[config.mk]
export PLATFORM = sky130hd
export DESIGN_NAME = board_write_arbiter
export DESIGN_NICKNAME = d
export VERILOG_FILES = /design/src/rtl/board_write_arbiter_pkg.sv /design/src/rtl/board_write_arbiter_cell_occupancy_mux.sv /design/src/rtl/board_write_arbiter.sv
export SDC_FILE = /design/constraint.sdc
export NUM_CORES = 1
export LEC_CHECK = 0
export CORE_UTILIZATION = 42
export DETAILED_ROUTE_END_ITERATION = 10
export PLACE_DENSITY_LB_ADDON = 0.2
export SETUP_SLACK_MARGIN = 0.02
export SLEW_MARGIN = 25
export SYNTH_ARGS = -nofsm -noshare
export SYNTH_HDL_FRONTEND = slang
export SYNTH_HIERARCHICAL = 1
export SYNTH_SLANG_ARGS = --single-unit
[constraint.sdc]
create_clock -name ph1 -period 3.75 [get_ports ph1]
set_input_delay 0.5625 -clock ph1 [delete_from_list [all_inputs] [get_ports ph1]]
set_output_delay 0.5625 -clock ph1 [all_outputs]
set_load 0.02 [all_outputs]
[src/rtl/board_write_arbiter_pkg.sv]
// Shared types and constants for the tic-tac-toe board datapath.
// Cell encodings, arbiter states and board geometry live here.
package gamePkg;

   typedef enum logic [1:0] {
      EMPTY = 2'b00,
      X     = 2'b10,
      O     = 2'b11
   } cellStateType;

   typedef enum logic [1:0] {
      CLEAR,
      IDLE,
      WRITE,
      SETTLE
   } arbStateType;

   localparam int         NUM_CELLS = 9;
   localparam logic [3:0] IDLE_ADDR = 4'b1111;

endpackage

[src/rtl/board_write_arbiter_cell_occupancy_mux.sv]
// Combinational lookup of one board cell from the packed gBoard vector.
// Out-of-range addresses read back as EMPTY with inRange low.
module cell_occupancy_mux
   import gamePkg::*;
(
   input  logic [2*NUM_CELLS-1:0] gBoard,
   input  logic [3:0]             cellAddr,
   output logic [1:0]             cellValue,
   output logic                   inRange
);

   logic [1:0] cells [NUM_CELLS];

   for (genvar gi = 0; gi < NUM_CELLS; gi++) begin : g_cells
      assign cells[gi] = gBoard[2*gi +: 2];
   end

   always_comb begin
      cellValue = EMPTY;
      for (int i = 0; i < NUM_CELLS; i++) begin
         if (cellAddr == 4'(i)) begin
            cellValue = cells[i];
         end
      end
   end

   assign inRange = (cellAddr < 4'(NUM_CELLS));

endmodule

[src/rtl/board_write_arbiter.sv]
// Single write port arbiter for memArray: board clear sequencer plus
// turn-ordered, legality-checked player moves. All outputs are registered.
module board_write_arbiter
   import gamePkg::*;
#(
   parameter logic [1:0] P1_MARK    = X,
   parameter logic [1:0] P2_MARK    = O,
   parameter logic [1:0] EMPTY_MARK = EMPTY
) (
   input  logic                   ph1,
   input  logic                   reset,
   input  logic                   clearReq,
   input  logic                   startP1,
   input  logic                   lockIn,
   input  logic                   p1Req,
   input  logic [3:0]             p1Addr,
   input  logic                   p2Req,
   input  logic [3:0]             p2Addr,
   input  logic [2*NUM_CELLS-1:0] gBoard,
   output logic [3:0]             addr,
   output logic [1:0]             cellState,
   output logic                   p1Ack,
   output logic                   p2Ack,
   output logic                   p1Nack,
   output logic                   p2Nack,
   output logic                   busy,
   output logic                   clearDone,
   output logic                   turnIsP1
);

   arbStateType state_q, state_d;
   logic [3:0]  count_q, count_d;
   logic [3:0]  addr_q, addr_d;
   logic [1:0]  cellState_q, cellState_d;
   logic        p1Ack_q, p1Ack_d, p2Ack_q, p2Ack_d;
   logic        p1Nack_q, p1Nack_d, p2Nack_q, p2Nack_d;
   logic        busy_q, busy_d, clearDone_q, clearDone_d;
   logic        turnIsP1_q, turnIsP1_d;

   logic        own_req, other_req;
   logic [3:0]  own_addr;
   logic [1:0]  own_cell;
   logic        own_in_range;

   assign own_req   = turnIsP1_q ? p1Req  : p2Req;
   assign other_req = turnIsP1_q ? p2Req  : p1Req;
   assign own_addr  = turnIsP1_q ? p1Addr : p2Addr;

   cell_occupancy_mux u_occ (
      .gBoard    (gBoard),
      .cellAddr  (own_addr),
      .cellValue (own_cell),
      .inRange   (own_in_range)
   );

   always_comb begin
      state_d     = state_q;
      count_d     = count_q;
      addr_d      = IDLE_ADDR;
      cellState_d = EMPTY_MARK;
      p1Ack_d     = 1'b0;
      p2Ack_d     = 1'b0;
      p1Nack_d    = 1'b0;
      p2Nack_d    = 1'b0;
      clearDone_d = 1'b0;
      turnIsP1_d  = turnIsP1_q;
      case (state_q)
         CLEAR: begin
            if (clearReq) begin
               count_d = 4'd0;
            end else if (count_q < 4'(NUM_CELLS)) begin
               addr_d  = count_q;
               count_d = count_q + 4'd1;
            end else begin
               clearDone_d = 1'b1;
               turnIsP1_d  = startP1;
               state_d     = IDLE;
            end
         end
         IDLE: begin
            if (clearReq) begin
               state_d = CLEAR;
               count_d = 4'd0;
            end else begin
               // The non-turn player is always refused, whatever the owner does.
               if (other_req) begin
                  p1Nack_d = ~turnIsP1_q;
                  p2Nack_d = turnIsP1_q;
               end
               if (own_req) begin
                  if (lockIn || !own_in_range || own_cell != EMPTY_MARK) begin
                     p1Nack_d = p1Nack_d | turnIsP1_q;
                     p2Nack_d = p2Nack_d | ~turnIsP1_q;
                  end else begin
                     state_d     = WRITE;
                     addr_d      = own_addr;
                     cellState_d = turnIsP1_q ? P1_MARK : P2_MARK;
                  end
               end
            end
         end
         WRITE: begin
            // Only the turn owner ever reaches WRITE, so the turn names the writer.
            state_d    = SETTLE;
            p1Ack_d    = turnIsP1_q;
            p2Ack_d    = ~turnIsP1_q;
            turnIsP1_d = ~turnIsP1_q;
         end
         SETTLE: begin
            state_d = IDLE;
         end
         default: begin
            state_d = CLEAR;
            count_d = 4'd0;
         end
      endcase
      busy_d = (state_d != IDLE);
   end

   always_ff @(posedge ph1) begin
      if (reset) begin
         state_q     <= CLEAR;
         count_q     <= 4'd0;
         addr_q      <= IDLE_ADDR;
         cellState_q <= EMPTY_MARK;
         p1Ack_q     <= 1'b0;
         p2Ack_q     <= 1'b0;
         p1Nack_q    <= 1'b0;
         p2Nack_q    <= 1'b0;
         busy_q      <= 1'b1;
         clearDone_q <= 1'b0;
         turnIsP1_q  <= 1'b1;
      end else begin
         state_q     <= state_d;
         count_q     <= count_d;
         addr_q      <= addr_d;
         cellState_q <= cellState_d;
         p1Ack_q     <= p1Ack_d;
         p2Ack_q     <= p2Ack_d;
         p1Nack_q    <= p1Nack_d;
         p2Nack_q    <= p2Nack_d;
         busy_q      <= busy_d;
         clearDone_q <= clearDone_d;
         turnIsP1_q  <= turnIsP1_d;
      end
   end

   assign addr      = addr_q;
   assign cellState = cellState_q;
   assign p1Ack     = p1Ack_q;
   assign p2Ack     = p2Ack_q;
   assign p1Nack    = p1Nack_q;
   assign p2Nack    = p2Nack_q;
   assign busy      = busy_q;
   assign clearDone = clearDone_q;
   assign turnIsP1  = turnIsP1_q;

endmodule

After elaboration in Yosys (flattened, before gate mapping)
Cells that the tools add are included.
- register bits: 19
- latch bits: 0
- RAM bits: 0
- memory bits (read-only): 0
- output and inout bits: 13
- word-level logic and storage cells: 94
- memories kept: 0
- add/sub/neg operators: 1
- $mul: 0
- div/mod/pow operators: 0
- order comparisons: 2
- equality and inequality tests: 16
- shift operators: 0
- multiplexer cells: 43
- bitwise logic cells: 7
- reduce and logical (&&, ||, !) cells: 14
- operators by type and width (kind ; number):
    two-way mux 4 bit ; 9
    two-way mux 2 bit ; 14
    equality test 4 x 3 -> 1 bit, second input constant ; 4
    two-way mux 1 bit ; 16
    one-hot mux 4 bit (2 select lines) ; 2
    equality test 4 x 2 -> 1 bit, second input constant ; 2
    < comparator 4 bit, second input constant ; 2
    one-hot mux 2 bit (4 select lines) ; 1
    != test 2 bit, second input constant ; 3
    AND reduction 3 bit ; 2
    nonzero test 2 bit ; 3
    OR reduction 3 bit ; 2
    inverter 1 bit ; 5
    OR reduction 5 bit ; 1
    adder 4 x 1 -> 4 bit, second input constant ; 1
    equality test 2 bit, second input constant ; 2
    equality test 4 x 1 -> 1 bit, second input constant ; 1
    equality test 4 bit, second input constant ; 1
    zero test 4 bit ; 1
    != test 3 bit, second input constant ; 1
    equality test 2 x 1 -> 1 bit, second input constant ; 1
    zero test 2 bit ; 1
    logical OR 1 bit ; 2
    != test 2 x 1 -> 1 bit, second input constant ; 1
    4 further kinds ; 5

Depth between registers and ports, before layout
Gate-level depths: netlist (run 1).
- depth in word-level cells: 18
- mapped depth: 12
- gate-level depth less buffers: 9

Modules after synthesis
The synthesis (run 1) kept the hierarchy.
- by module, submodules not included (module ; instances ; cells an instance ; area an instance (um^2) ; sequential area each (um^2)):
    board_write_arbiter ; 1 ; 89 ; 863.3 ; 380.4
    cell_occupancy_mux ; 1 ; 37 ; 246.5 ; 0.0

Worst setup path before layout (run 1)
No wires, ideal clock.
- path type: flip-flop to flip-flop
- from: register turnIsP1_q (netlist: turnIsP1)
- to: register addr_q[0] (netlist: addr[0])
- arrival: 2.871 ns
- data required time: 3.613 ns
- slack: 0.742 ns
- cell stages (with the launch flop): 10
- buffers on the path: 2
- cells stage by stage: dfxtp_1 buf_2 mux2_2 or4b_4 o21ai_0 o221ai_1 or4b_4 buf_6 nor4b_1 o21ai_1
- longest elaborated chain between the ends: 17
- elaborated cells on any way between the ends: 29
- those cells by class: order compare: 1; eq/ne: 8; mux: 15; reduce/logical: 5
- RTL lines (element ; RTL line ; RTL):
    from (decl) ; board_write_arbiter.sv:38 ; logic turnIsP1_q, turnIsP1_d;
    from (signal assigned) ; board_write_arbiter.sv:144 ; turnIsP1_q <= turnIsP1_d;
    two-way mux 4 bit * ; board_write_arbiter.sv:47 ; assign own_addr = turnIsP1_q ? p1Addr : p2Addr;
    net own_addr[1] ; board_write_arbiter.sv:41 ; logic [3:0] own_addr;
    zero test 4 bit ; board_write_arbiter_cell_occupancy_mux.sv:21 ; if (cellAddr == 4'(i)) begin
    two-way mux 2 bit (8 in series) ; board_write_arbiter_cell_occupancy_mux.sv:21 ;
    two-way mux 2 bit * ; board_write_arbiter_cell_occupancy_mux.sv:21 ;
    net own_cell[1] ; board_write_arbiter.sv:42 ; logic [1:0] own_cell;
    nonzero test 2 bit * ; board_write_arbiter.sv:91 ; if (lockIn || !own_in_range || own_cell != EMPTY_MARK) begin
    logical OR 1 bit * ; board_write_arbiter.sv:91 ;
    two-way mux 4 bit * ; board_write_arbiter.sv:91 ;
    two-way mux 4 bit * ; board_write_arbiter.sv:90 ; if (own_req) begin
    two-way mux 4 bit * ; board_write_arbiter.sv:81 ; if (clearReq) begin
    one-hot mux 4 bit (2 select lines) * ; board_write_arbiter.sv:67 ; case (state_q)
    to (signal assigned) ; board_write_arbiter.sv:136 ; addr_q <= addr_d;
    to (decl) ; board_write_arbiter.sv:33 ; logic [3:0] addr_q, addr_d;
The timed path passes the listed nets; every way through them passes the cells marked *.
A chain may end at the register's enable or synchronous reset.

Worst setup path after layout (run 1)
- from: input port p2Addr[1]
- to: register addr_q[1] (netlist: addr[1])
- longest elaborated chain between the ends: 17
- elaborated cells on any way between the ends: 28
- those cells by class: order compare: 1; eq/ne: 8; mux: 14; reduce/logical: 5
- RTL lines (element ; RTL line ; RTL):
    from (decl) ; board_write_arbiter.sv:18 ; input logic [3:0] p2Addr,
    two-way mux 4 bit * ; board_write_arbiter.sv:47 ;
    net own_addr[1] ; board_write_arbiter.sv:41 ;
    zero test 4 bit ; board_write_arbiter_cell_occupancy_mux.sv:21 ;
    two-way mux 2 bit (8 in series) ; board_write_arbiter_cell_occupancy_mux.sv:21 ;
    two-way mux 2 bit * ; board_write_arbiter_cell_occupancy_mux.sv:21 ;
    net own_cell[1] ; board_write_arbiter.sv:42 ;
    nonzero test 2 bit * ; board_write_arbiter.sv:91 ;
    logical OR 1 bit * ; board_write_arbiter.sv:91 ;
    two-way mux 4 bit * ; board_write_arbiter.sv:91 ;
    two-way mux 4 bit * ; board_write_arbiter.sv:90 ;
    two-way mux 4 bit * ; board_write_arbiter.sv:81 ;
    one-hot mux 4 bit (2 select lines) * ; board_write_arbiter.sv:67 ;
Marks and branches as above.

==> run_results.csv, run 1 <==
group,metric,value,unit
global_routing,grt-ovfl-total,0,
layout,stdcell_area,1590,µm²
clock_tree,root_buffer,"clkbuf_4",
layout,fin_nets,206,
drt,firstDrtPassIters,4,
sta,slew_headroom,65.2,%
hold_path,holdPathStages,1,
hold_path,hp-class,"flip-flop to flip-flop",
synth,synth_edf_count,0,
global_routing,grt_pass1_vias,988,
drt,drc,0,
setup_path,slowest_delay,0.60,ns
setup_path,crit_path_frequent_cell,"or4b_4",
synth,synthArstFlopShare,0,%
sta,fin_skew,0.00328,ns
synth,netlist-cell-type-count,43,
place,port_buffers,45,
setup_path,regToRegEndpoint,"addr[1]",
die,core,2480,µm²
drt,first_iter_violations,28,
clock_tree,h-tree-depth,1,
setup_path,reg2reg_depth,7,
sta,worst_hold_slack,0.566,ns
place,routabilityCongestion,0.865,
sta,worstMarginPinSlew,0.520,ns
setup_path,cp-startpoint,"p2Addr[1]",
outcome,status,"completed",
sta,rsz0062_at_grt,"false",
sta,drv_slew,0,
clock_tree,postCtsSetupBuffers,0,
layout,num_antenna_cells,0,
setup_path,start_kind,"primary input",
setup_path,arrival,3.25,ns
layout,layout-drive-gt1-share,10.0,%
sta,fmax,0.325,GHz
drt,vias,1137,
clock_tree,cts_made_buffers,3,
setup_path,path_max_fanout,14,
die,die_y,53.4,µm
die,num_rows,18,
setup_path,crit_path_end_kind,"flip-flop",
setup_path,crit_chain,"clkdlybuf4s50_1, mux2_2, or4b_4, o21ai_0, o221ai_1, or4b_4, nor4b_1, o21ai_1",
synth,synth.yosys.seq_area_share,34.3,%
synth,synth_top_flop_cell,"dfxtp_1",
layout,area_growth,43.2,%
global_routing,antenna_found_initial,0,
setup_path,cp_num_buf_inv,1,
global_routing,grtUsageTotal,20.9,%
setup_path,worst-setup-path-type,"primary input to flip-flop",
synth,synth_compound_area_share,20.5,%
synth,syn-num-nets,161,
synth,syn_avg_cell_area,8.81,µm²
synth,synth_top_family_by_area,"simple AND/OR/NAND/NOR gates",
synth,synth.mux.area_fraction,8.12,%
clock_tree,clockBufferDepth,2,
sta,hold_viol,0,
drt,post_drt_via_cell_ratio,5.69,
synth,synthAdderAreaFrac,2.25,%
setup_path,required,3.92,ns
die,initial_core_util,44.8,%
clock_tree,cts_hold_buf,0,
sta,tns,0,ns
synth,yosys_warnings,6,
power_and_ir_drop,ir_drop,0.212,mV
hold_path,worstHoldStart,"count_q[1]",
setup_path,slowest_stage,"or4b_4",
global_routing,grt_pass1_wl,4330,µm
clock_tree,clock_sinks,19,
die,die_w,53.4,µm
sta,period_share,82.0,%
power_and_ir_drop,p_leak,0.576,nW
drt,ant_nets,0,
clock_tree,cts_tree,"built",
synth,synth-seq-cells,19,
setup_path,cp_top_family,"simple AND/OR/NAND/NOR gates",
sta,layout_min_cycle_time,3.08,ns
setup_path,path_depth,8,
sta,setup_viol,0,
synth,syn_area,1110,µm²
drt,drt-total-wl,2740,µm
place,dpl_cell_area,1560,µm²
drt,wire_per_inst,13.7,µm
setup_path,worstReg2RegStart,"turnIsP1",
die,pin_count,46,
synth,synthCells,126,
global_routing,grt_max_degree,18,
clock_tree,cts_resized,0,
hold_path,hold_end,"count_q[1]",
job,drv_cap,0,
setup_path,r2r_slack,0.80,ns
die,die_area,2850,µm²
power_and_ir_drop,powerDensity,252,nW/µm²
synth,synth_xor_area_share,0,%
clock_tree,clk_pin_slew,0.11,ns
synth,synth_simple_gate_area_share,27.5,%
clock_tree,clk_latency,0.30,ns
place,dp_hpwl,2090,µm
[routing by layer]
layer  global-route usage (%)  wire [µm]  share of wire (%)
met4                     4.82         14               0.51
met3                     6.61        182                6.6
met5                        0          0                  0
met2                     33.8       1300                 48
met1                     26.7       1240                 45
[sequential cells by signal (all words and copies together), names as in the netlist]
register / flops
addr: 4
state_q: 2
count_q: 4
p1Nack: 1
p1Ack: 1
cellState: 2
busy: 1
clearDone: 1
p2Ack: 1
p2Nack: 1
turnIsP1: 1
[cell type report]
| class | count | area, µm² |
|---|---|---|
| timing repair buffer | 46 | 458 |
| sequential | 19 | 380 |
| fill | 220 | 888 |
| inverter | 10 | 37.5 |
| clock inverter | 1 | 5.00 |
| clock buffer | 3 | 22.5 |
| multi-input combinational | 91 | 648 |
| tap | 30 | 37.5 |
[cell families (layout without fill, tap and decap cells)]
kind of cell               Yosys count  in the layout
DFF                                 19             19
AOI/OAI and AO/OA                   34             34
muxes                                6              6
buffers and inverters               16             60
and+or+nand+nor                     49             49
adders and majority gates            2              2
[cells in the final DEF (no fill, tap or decap), types with 3 or more instances in the layout]
cell             count
clkdlybuf4s50_1     45
dfxtp_1             19
nor2_1              11
inv_1               10
a21oi_1              8
nor3_1               6
nand2b_1             5
nand3_1              5
o21ai_1              5
mux2_2               4
nor4b_1              4
o21ai_0              4
nor3b_1              3
nand2_1              3
clkbuf_4             3
[through the flow]
stage               instances  power [mW]  utilization, %  worst slack (ns)
floorplan                 126       0.257               -             0.742
global placement          196       0.298            63.0             0.423
detailed placement        196       0.301            63.0             0.368
CTS                       200       0.403            64.1             0.687
global route              200       0.420            64.1             0.527
finish                    200       0.401            64.1             0.673
[synthesized netlist by cell type (2+ instances only)]
master    count  area share [%]
a211oi_1      2             1.4
a21oi_1       8             3.6
a311oi_1      2             1.6
buf_2         2            0.90
buf_4         3             2.0
dfxtp_1      19              34
ha_1          2             2.3
inv_1        10             3.4
mux2_2        4             4.1
nand2_1       3             1.0
nand2b_1      5             2.8
nand3_1       5             2.3
nand3b_1      2             1.4
nor2_1       11             3.7
nor3_1        6             2.7
nor3_2        2             1.8
nor3b_1       3             2.0
nor4b_1       4             3.2
o21ai_0       4             1.8
o21ai_1       5             2.3
or4b_4        2             2.5
[how the worst max path moves through the flow]
| stage | slack (ns) | to |
|---|---|---|
| after floorplan | 0.74 | addr[0] |
| after global placement | 0.42 | addr[1] |
| after detailed placement | 0.37 | addr[1] |
| after CTS | 0.69 | addr[1] |
| after global routing | 0.53 | addr[1] |
| final | 0.67 | addr[1] |
[where the power goes]
| part | total [mW] | switching (mW) | internal, mW |
|---|---|---|---|
| registers | 0.208 | 0.00228 | 0.205 |
| logic | 0.0892 | 0.0378 | 0.0515 |
| clock network | 0.104 | 0.0645 | 0.0398 |
| total | 0.401 | 0.105 | 0.297 |
[worst register-to-register path, delay by kind of cell (launching register included)]
kind	cells	cell delay, ns
simple gates	3	1.51
mux	1	0.48
compound gates	3	0.39
flops	1	0.44
No activity file was read; power rests on OpenSTA's default activity.
==> inputs of run 2 (changes only) <==
Clock period 3.75 ns to 2.9 ns, I/O delays scaled along.
==> run_results.csv, run 2 (synthesis results as in run 1) <==
group,metric,value,unit
outcome,status,"completed",
layout,postLayoutCoreUtil,66.5,%
global_routing,grtUsageTotal,21.1,%
drt,drc,0,
setup_path,required,3.06,ns
die,die_area,2850,µm²
power_and_ir_drop,p_leak,0.604,nW
setup_path,start_kind,"primary input",
die,core,2480,µm²
place,port_buffers,45,
place,dp_hpwl,2170,µm
layout,final_cell_mix,"clkdlybuf4s50_1 (45), dfxtp_1 (18), nor2_1 (11)",
setup_path,reg2reg_depth,7,
setup_path,arrival,2.91,ns
drt,vias,1110,
setup_path,regToRegEndpoint,"addr[2]",
layout,num_antenna_cells,0,
sta,drv_slew,0,
sta,setup_viol,0,
clock_tree,cts_made_buffers,3,
place,pre_cts_ws,-0.188,ns
global_routing,antenna_found_initial,0,
sta,fmax,0.364,GHz
drt,drt-total-wl,2780,µm
place,post-place-cells,202,
layout,fillers,204,
clock_tree,clock_sinks,19,
clock_tree,clk_pin_slew,0.10,ns
layout,final_common_cell,"clkdlybuf4s50_1",
clock_tree,h-tree-depth,1,
job,drv_cap,0,
sta,worstMarginPinSlew,0.524,ns
die,initial_core_util,44.8,%
drt,post_drt_via_cell_ratio,5.39,
sta,setup_ws,0.154,ns
sta,slew_headroom,64.9,%
sta,layout_min_cycle_time,2.75,ns
clock_tree,postCtsSetupBuffers,0,
drt,wire_per_inst,13.5,µm
clock_tree,cts_hold_buf,0,
global_routing,grt_max_degree,18,
drt,ant_nets,0,
global_routing,grt_pass1_wl,4310,µm
die,die_y,53.4,µm
setup_path,path_max_fanout,7,
layout,multi_input_area,661,µm²
layout,area_growth,48.5,%
drt,first_iter_violations,18,
setup_path,worst-setup-path-type,"primary input to flip-flop",
drt,firstDrtPassIters,4,
global_routing,grt_pass1_vias,972,
layout,fin_cells,206,
setup_path,r2r_slack,0.23,ns
sta,fin_skew,0.00156,ns
power_and_ir_drop,powerDensity,318,nW/µm²
die,pin_count,46,
hold_path,worstHoldStart,"count_q[1]",
clock_tree,clockBufferDepth,2,
sta,rsz0062_at_grt,"false",
layout,ff_latch_area,382,µm²
hold_path,hp-class,"flip-flop to flip-flop",
hold_path,hold_end,"count_q[1]",
place,routabilityCongestion,0.802,
die,num_rows,18,
sta,hold_viol,0,
clock_tree,cts_resized,0,
power_and_ir_drop,ir_drop,0.398,mV
setup_path,worstReg2RegStart,"turnIsP1",
layout,fin_nets,212,
clock_tree,clk_latency,0.30,ns
hold_path,holdPathStages,1,
sta,period_share,94.7,%
global_routing,grt-ovfl-total,0,
clock_tree,cts_tree,"built",
die,die_w,53.4,µm
setup_path,crit_path_end_kind,"flip-flop",
clock_tree,root_buffer,"clkbuf_4",
layout,layout-drive-gt1-share,14.8,%
run 2: cell types whose count changed in the layout (fill, tap and decap cells not counted):
cell,previous run,this run
dfxtp_1,19,18
nor4b_2,0,2
dfxtp_2,0,1
nor4b_1,4,2
buf_4,1,7
run 2: worst max path at each step:
stage / start / endpoint / slack, ns / cells past startpoint
after detailed placement: p2Addr[0] / addr[0] / -0.19 / 8
after global routing: p2Addr[0] / state_q[1] / 0.02 / 9
after floorplan: turnIsP1 / addr[0] / 0.02 / 9
after CTS: p2Addr[0] / addr[2] / 0.12 / 8
final: p2Addr[0] / addr[2] / 0.15 / 8
after global placement: p1Addr[0] / addr[2] / -0.12 / 8
run 2: worst max-delay path: stages:
cell	delay (ns)
clkdlybuf4s50_1	0.46
mux2_2	0.21
mux4_2	0.52
a21oi_1	0.19
o221ai_1	0.14
or4b_4	0.60
nor4b_2	0.26
o21ai_1	0.10
run 2: routing by layer:
layer	vias to the layer above	share of wire (%)	track usage, %
met5	-	0	0
met4	0	0.32	2.63
met3	2	5.5	6.61
met2	34	48	34.8
met1	505	46	27.2
li1	569	-	-
run 2: area by class of cell:
class	count	share of cell area [%]
Multi-Input combinational cell	91	40.1
Sequential cell	19	23.2
Clock buffer	3	1.37
Clock inverter	1	0.304
Timing Repair Buffer	52	30.5
Tap cell	30	2.28
Inverter	10	2.28
run 2: through the flow:
step	instance area (µm²)	hold slack (ns)	setup TNS, ns	power, mW
after floorplan	1110	0.511	0	0.332
after global placement	1610	0.547	-0.479	0.394
after detailed placement	1610	0.549	-1.18	0.397
after CTS	1640	0.576	0	0.531
after global routing	1650	0.607	0	0.551
final	1650	0.576	0	0.524
run 2: power breakdown:
group	internal (mW)	switching [mW]
sequential	0.265	0.00282
clock	0.0514	0.0800
combinational	0.0723	0.0522
==> inputs of run 3 (changes only) <==
Settings changed: ABC_CLOCK_PERIOD_IN_PS set to 2900.
==> results of run 3 <==
Same layout as run 2: the final DEF is identical, and so are final timing and power.
